<file path="src/rtl/mfp_ahb_lite_boot_arbiter.sv">
// Two-master AHB-Lite boot arbiter (loader / core) with phase-correct handover and core reset control.
// Optional build macro MFP_BOOT_ARB_STATS_EN adds the LoaderBeats completed-beat counter output.
module mfp_ahb_lite_boot_arbiter #(
  parameter int RESET_HOLD = 16,
  parameter int HOLD_W     = 5
) (
  input  logic        HCLK,
  input  logic        HRESET,
  input  logic        loader_Busy,
  input  logic [31:0] loader_HADDR,
  input  logic [2:0]  loader_HBURST,
  input  logic        loader_HMASTLOCK,
  input  logic [3:0]  loader_HPROT,
  input  logic [2:0]  loader_HSIZE,
  input  logic [1:0]  loader_HTRANS,
  input  logic [31:0] loader_HWDATA,
  input  logic        loader_HWRITE,
  input  logic [31:0] cpu_HADDR,
  input  logic [2:0]  cpu_HBURST,
  input  logic        cpu_HMASTLOCK,
  input  logic [3:0]  cpu_HPROT,
  input  logic [2:0]  cpu_HSIZE,
  input  logic [1:0]  cpu_HTRANS,
  input  logic [31:0] cpu_HWDATA,
  input  logic        cpu_HWRITE,
  output logic [31:0] cpu_HRDATA,
  output logic        cpu_HREADY,
  output logic        cpu_HRESP,
  output logic [31:0] m_HADDR,
  output logic [2:0]  m_HBURST,
  output logic        m_HMASTLOCK,
  output logic [3:0]  m_HPROT,
  output logic [2:0]  m_HSIZE,
  output logic [1:0]  m_HTRANS,
  output logic [31:0] m_HWDATA,
  output logic        m_HWRITE,
  input  logic [31:0] m_HRDATA,
  input  logic        m_HREADY,
  input  logic        m_HRESP,
  output logic        MFP_Reset
`ifdef MFP_BOOT_ARB_STATS_EN
  ,
  output logic [31:0] LoaderBeats
`endif
);

  typedef enum logic [2:0] {LOAD, DRAIN, HOLD, RUN, PREEMPT} state_t;

  localparam logic OWN_LOADER = 1'b0;
  localparam logic OWN_CPU    = 1'b1;

  state_t            state;
  logic              dp_owner;
  logic              dp_valid;
  logic [HOLD_W-1:0] hold_cnt;
  logic              addr_owner;
  logic              addr_active;
  logic              pending;

  // PREEMPT keeps the CPU's control fields so the bus does not glitch while the CPU beat drains
  assign addr_owner  = (state == RUN) || (state == PREEMPT);
  assign addr_active = (state == LOAD) || (state == RUN);
  assign pending     = dp_valid & ~m_HREADY;

  assign m_HADDR     = addr_owner ? cpu_HADDR     : loader_HADDR;
  assign m_HBURST    = addr_owner ? cpu_HBURST    : loader_HBURST;
  assign m_HMASTLOCK = addr_owner ? cpu_HMASTLOCK : loader_HMASTLOCK;
  assign m_HPROT     = addr_owner ? cpu_HPROT     : loader_HPROT;
  assign m_HSIZE     = addr_owner ? cpu_HSIZE     : loader_HSIZE;
  assign m_HWRITE    = addr_owner ? cpu_HWRITE    : loader_HWRITE;
  assign m_HTRANS    = !addr_active ? 2'b00 : (addr_owner ? cpu_HTRANS : loader_HTRANS);

  assign m_HWDATA    = (dp_owner == OWN_CPU) ? cpu_HWDATA : loader_HWDATA;
  assign cpu_HRDATA  = m_HRDATA;
  assign cpu_HREADY  = (dp_owner == OWN_CPU) ? m_HREADY : 1'b1;
  assign cpu_HRESP   = (dp_owner == OWN_CPU) ? m_HRESP  : 1'b0;

  always_ff @(posedge HCLK or posedge HRESET) begin
    if (HRESET) begin
      state     <= LOAD;
      MFP_Reset <= 1'b1;
      dp_owner  <= OWN_LOADER;
      dp_valid  <= 1'b0;
      hold_cnt  <= '0;
    end else begin
      if (m_HREADY) begin
        dp_valid <= m_HTRANS[1];
        dp_owner <= addr_owner;
      end
      case (state)
        LOAD: begin
          if (!loader_Busy) state <= DRAIN;
        end
        DRAIN: begin
          if (loader_Busy) begin
            state <= LOAD;
          end else if (!pending) begin
            state    <= HOLD;
            hold_cnt <= HOLD_W'(RESET_HOLD - 1);
          end
        end
        HOLD: begin
          if (loader_Busy) begin
            state <= LOAD;
          end else if (hold_cnt == '0) begin
            state     <= RUN;
            MFP_Reset <= 1'b0;
          end else begin
            hold_cnt <= hold_cnt - HOLD_W'(1);
          end
        end
        RUN: begin
          if (loader_Busy) begin
            state     <= PREEMPT;
            MFP_Reset <= 1'b1;
          end
        end
        PREEMPT: begin
          if (!pending) state <= LOAD;
        end
        default: begin
          state     <= LOAD;
          MFP_Reset <= 1'b1;
        end
      endcase
    end
  end

`ifdef MFP_BOOT_ARB_STATS_EN
  always_ff @(posedge HCLK or posedge HRESET) begin
    if (HRESET) begin
      LoaderBeats <= '0;
    end else if (dp_valid && (dp_owner == OWN_LOADER) && m_HREADY && (LoaderBeats != 32'hFFFF_FFFF)) begin
      LoaderBeats <= LoaderBeats + 32'd1;
    end
  end
`endif

endmodule

</file>
<file path="config.mk">
export PLATFORM = sky130hd
export DESIGN_NAME = mfp_ahb_lite_boot_arbiter
export DESIGN_NICKNAME = d
export VERILOG_FILES = /design/src/rtl/mfp_ahb_lite_boot_arbiter.sv
export SDC_FILE = /design/constraint.sdc
export NUM_CORES = 1
export LEC_CHECK = 0
export ABC_AREA = 1
export BUFFER_PORTS_ARGS = -buffer_cell sky130_fd_sc_hd__buf_2
export CORE_AREA = 2 2 119 121
export CTS_BUF_LIST = sky130_fd_sc_hd__clkbuf_8 sky130_fd_sc_hd__clkbuf_16
export CTS_CLUSTER_DIAMETER = 30
export CTS_CLUSTER_SIZE = 20
export DETAILED_ROUTE_END_ITERATION = 7
export DIE_AREA = 0 0 121 123
export PLACE_DENSITY = 0.55
export SLEW_MARGIN = 20
export SYNTH_ARGS = -nofsm -noshare
export SYNTH_HDL_FRONTEND = slang
export SYNTH_SLANG_ARGS = --single-unit
</file>
<file path="constraint.sdc">
create_clock -name HCLK -period 1.4 [get_ports HCLK]
set_input_delay 0.14 -clock HCLK [delete_from_list [all_inputs] [get_ports HCLK]]
set_output_delay 0.14 -clock HCLK [all_outputs]
set_load 0.03 [all_outputs]
</file>
==> results.yml <==
status:
  status: "complete, but fails checks"
  failed_checks: "setup timing"
critical_path:
  cpMaxStageDelayCell: "dfrtp_2"
  max_stage_delay_ns: 0.44
  critical_path.endpoint: "m_HADDR[8]"
  r2r_setup_slack_ns: 0.04
  reg2reg_from: "state[0]"
  cp_max_fo: 7
  worstPathRequired_ns: 1.26
  crit_buf_inv: 3
  reg2reg_depth: 8
  startpoint: "state[0]"
  worstReg2RegEnd: "dp_valid"
  cp-start-kind: "flop"
  worstSetupPathType: "flop to output pin"
  cp_data_arrival_time_ns: 1.56
  crit_cells: 8
  crit_chain: "nor2_4 -> nand2_4 -> nand2_8 -> buf_12 -> clkbuf_16 -> nand2_2 -> nand2_2 -> buf_6"
  cp_top_family: "simple AND/OR/NAND/NOR gates"
  cp_common_cell: "nand2_2"
  cp-end-kind: "output pin"
finish:
  final_area_sq_mm: 0.004563
  fin_util_pct: 33.52
  drive_gt1_share_pct: 72.82
  syn2layout_area_growth_pct: 131.6
  antenna_cells: 0
  nNetsFinal: 758
yosys:
  ys_types: 22
  synth_seq_area_share_pct: 14.03
  yosysTopAreaCell: "nand2_1"
  synthCells: 325
  postSynth.asyncResetShare_pct: 100.0
  yosysMostFrequentCell: "nand2_1"
  synth_edf_count: 0
  syn-num-nets: 519
  yosys_warnings: 0
  synth_area_per_cell_sq_um: 6.064
  synth_seq_cells: 11
  yosys.area.top_type_share_pct: 34.10
  ys.flop_type: "dfrtp_1"
  yosys-top-cells-count: "179 x nand2_1, 35 x buf_4, 32 x mux2_2, 13 x nand3_1, 11 x inv_1"
  ys_top_cells_by_area: "nand2_1 34%, mux2_2 18%, buf_4 13%"
  syn-cell-area_sq_mm: 0.001971
pwr:
  p_per_area_mw_per_mm2: 1816
  switchingPower_w: 0.004084
  power_w: 0.008285
  ir_drop_v: 0.0007420
  combPwrFrac_pct: 86.3
  leakage_nw: 2.521
  pwr-share-seq_pct: 7.6
  internal_power_w: 0.004201
  switching_share_pct: 49.30
  clkPwrFrac_pct: 6.1
sta:
  fin_crit_ns: 1.701
  hold_violations: 0
  slew_violations: 0
  finalSetupViolations: 78
  worst_slew_pin_slew_ns: 0.4304
  rsz0062_at_grt: "true"
  max_freq_mhz: 587.9
  timing.final.ws_setup_ns: -0.3011
  fin_skew_ns: 0.001485
  max-slew-margin-rel_pct: 71.27
  period_share_pct: 121.5
global_routing:
  grt_max_degree: 33
  grt_overflow: 0
  grt_pass1_vias: 2717
  antenna_found_initial: 1
  grtUsageTotal_pct: 12.23
  grt_pass1_wl_mm: 14.20
placement:
  pre_cts_ws_ns: -0.06965
  dp_hpwl_mm: 8.027
  place_congestion: 0.8155
  dpl_cell_area_sq_mm: 0.003346
  io_buffers: 241
cts:
  cts.root.buffer_cell: "clkbuf_16"
  path_clk_slew_ns: 0.04
  cts_tree: "done"
  cts_buffers: 3
  h-tree-depth: 1
  clkLatencyLatePin_ns: 0.23
  clkSinkCount: 11
  cts_buffer_depth: 2
floorplanning:
  dieArea_sq_mm: 0.01488
  start_util_pct: 14.48
  rows: 43
  dieHeight_um: 123
  ios: 306
  die_x_um: 121
  core_sq_mm: 0.01361
drt:
  viasPerCell: 4.009
  drt_first_pass_iters: 5
  wl_per_cell_um: 14.94
  vias: 2979
  drc: 0
  wl_mm: 11.10
  drt-initial-drc-count: 72
  ant_nets: 0
min_path:
  hold_path.class: "input port to flop"
job:
  max-cap-violations: 0
flip-flops by register name, indices dropped and copies added (netlist names):
signal and count:
dp_valid 1, dp_owner 1, hold_cnt 5, MFP_Reset 1, state 3
power by group through the flow:
| stage | clock network, W | logic (W) | registers, W |
|---|---|---|---|
| 2_1_floorplan | 0 | 0.00359 | 0.000574 |
| 3_5_place_dp | 0 | 0.00496 | 0.000585 |
| 3_3_place_gp | 0 | 0.00496 | 0.000584 |
| 5_1_grt | 0.000545 | 0.00759 | 0.000653 |
| 6_report | 0.000505 | 0.00715 | 0.000626 |
| 4_1_cts | 0.000522 | 0.00634 | 0.000613 |
final cells by class:
class                   instances  area, sq um
well taps                     180        225.2
multi-input cells             251         1665
inverters                      15        61.31
clock buffers                   3        75.07
flip-flops and latches         11        280.3
repair buffers                282         2252
fillers                      1427         9049
clock inverters                 1        3.754
metal layers:
| metal | routed length [um] | track usage (%) | vias up |
|---|---|---|---|
| met5 | 12 | 0 | - |
| met1 | 4341 | 14.80 | 1335 |
| met3 | 1057 | 3.044 | 24 |
| li1 | - | - | 1459 |
| met4 | 213 | 4.142 | 2 |
| met2 | 5479 | 21.14 | 159 |
kinds of logic (layout without fill, tap and decap cells):
| kind of cell | Yosys count | count (layout) | synth area share [%] |
|---|---|---|---|
| DFF | 11 | 11 | 14.03 |
| adders and majority gates | 1 | 1 | 0.6348 |
| and+or+nand+nor | 211 | 211 | 43.05 |
| AOI/OAI and AO/OA | 6 | 6 | 1.523 |
| xor gates and xnor gates | 1 | 1 | 0.4445 |
| buffers and inverters | 63 | 301 | 22.03 |
| muxes | 32 | 32 | 18.29 |
through the flow:
stage	instances	TNS (ns)	hold WS (ns)
detailed placement	722	-0.7812	0.1835
CTS	736	-16.08	0.2140
floorplan	325	0	-0.008277
global route	743	-21.16	0.2183
finish	743	-16.55	0.2100
global placement	722	-0.5196	0.1900
worst min-delay path, delay by kind of cell:
| family | cells | cell delay (ns) |
|---|---|---|
| buffers and inverters | 1 | 0.12 |
| AND/OR/NAND/NOR | 2 | 0.14 |
worst min-delay path by stage:
stage | start | endpoint | slack (ns) | depth (start not counted)
after floorplan | HRESET | dp_owner | -0.008 | 1
after global placement | HRESET | hold_cnt[2] | 0.19 | 2
after detailed placement | HRESET | hold_cnt[1] | 0.18 | 2
after CTS | m_HREADY | dp_valid | 0.21 | 3
after global routing | m_HREADY | dp_valid | 0.22 | 3
final | m_HREADY | dp_valid | 0.21 | 3
layout by cell type (no fill, tap or decap), drive strengths merged:
master	instances
nand3	14
and3	1
o21ai	3
xnor2	1
ha	1
nand2	182
clkbuf	8
nand3b	1
dfrtp	10
inv	16
a21oi	3
dfstp	1
nand4	5
nor2	8
mux2	32
dlygate4sd3	1
buf	276
timing repair:
item                       CTS  global route
setup buffers                6             6
setup endpoints to repair   78            89
cloned                       3             6
hold endpoints to repair    10             0
hold buffers                 1             0
resized for setup          188           105
pin swaps                    1            25
Note: power is estimated with default switching activity, not from simulation.
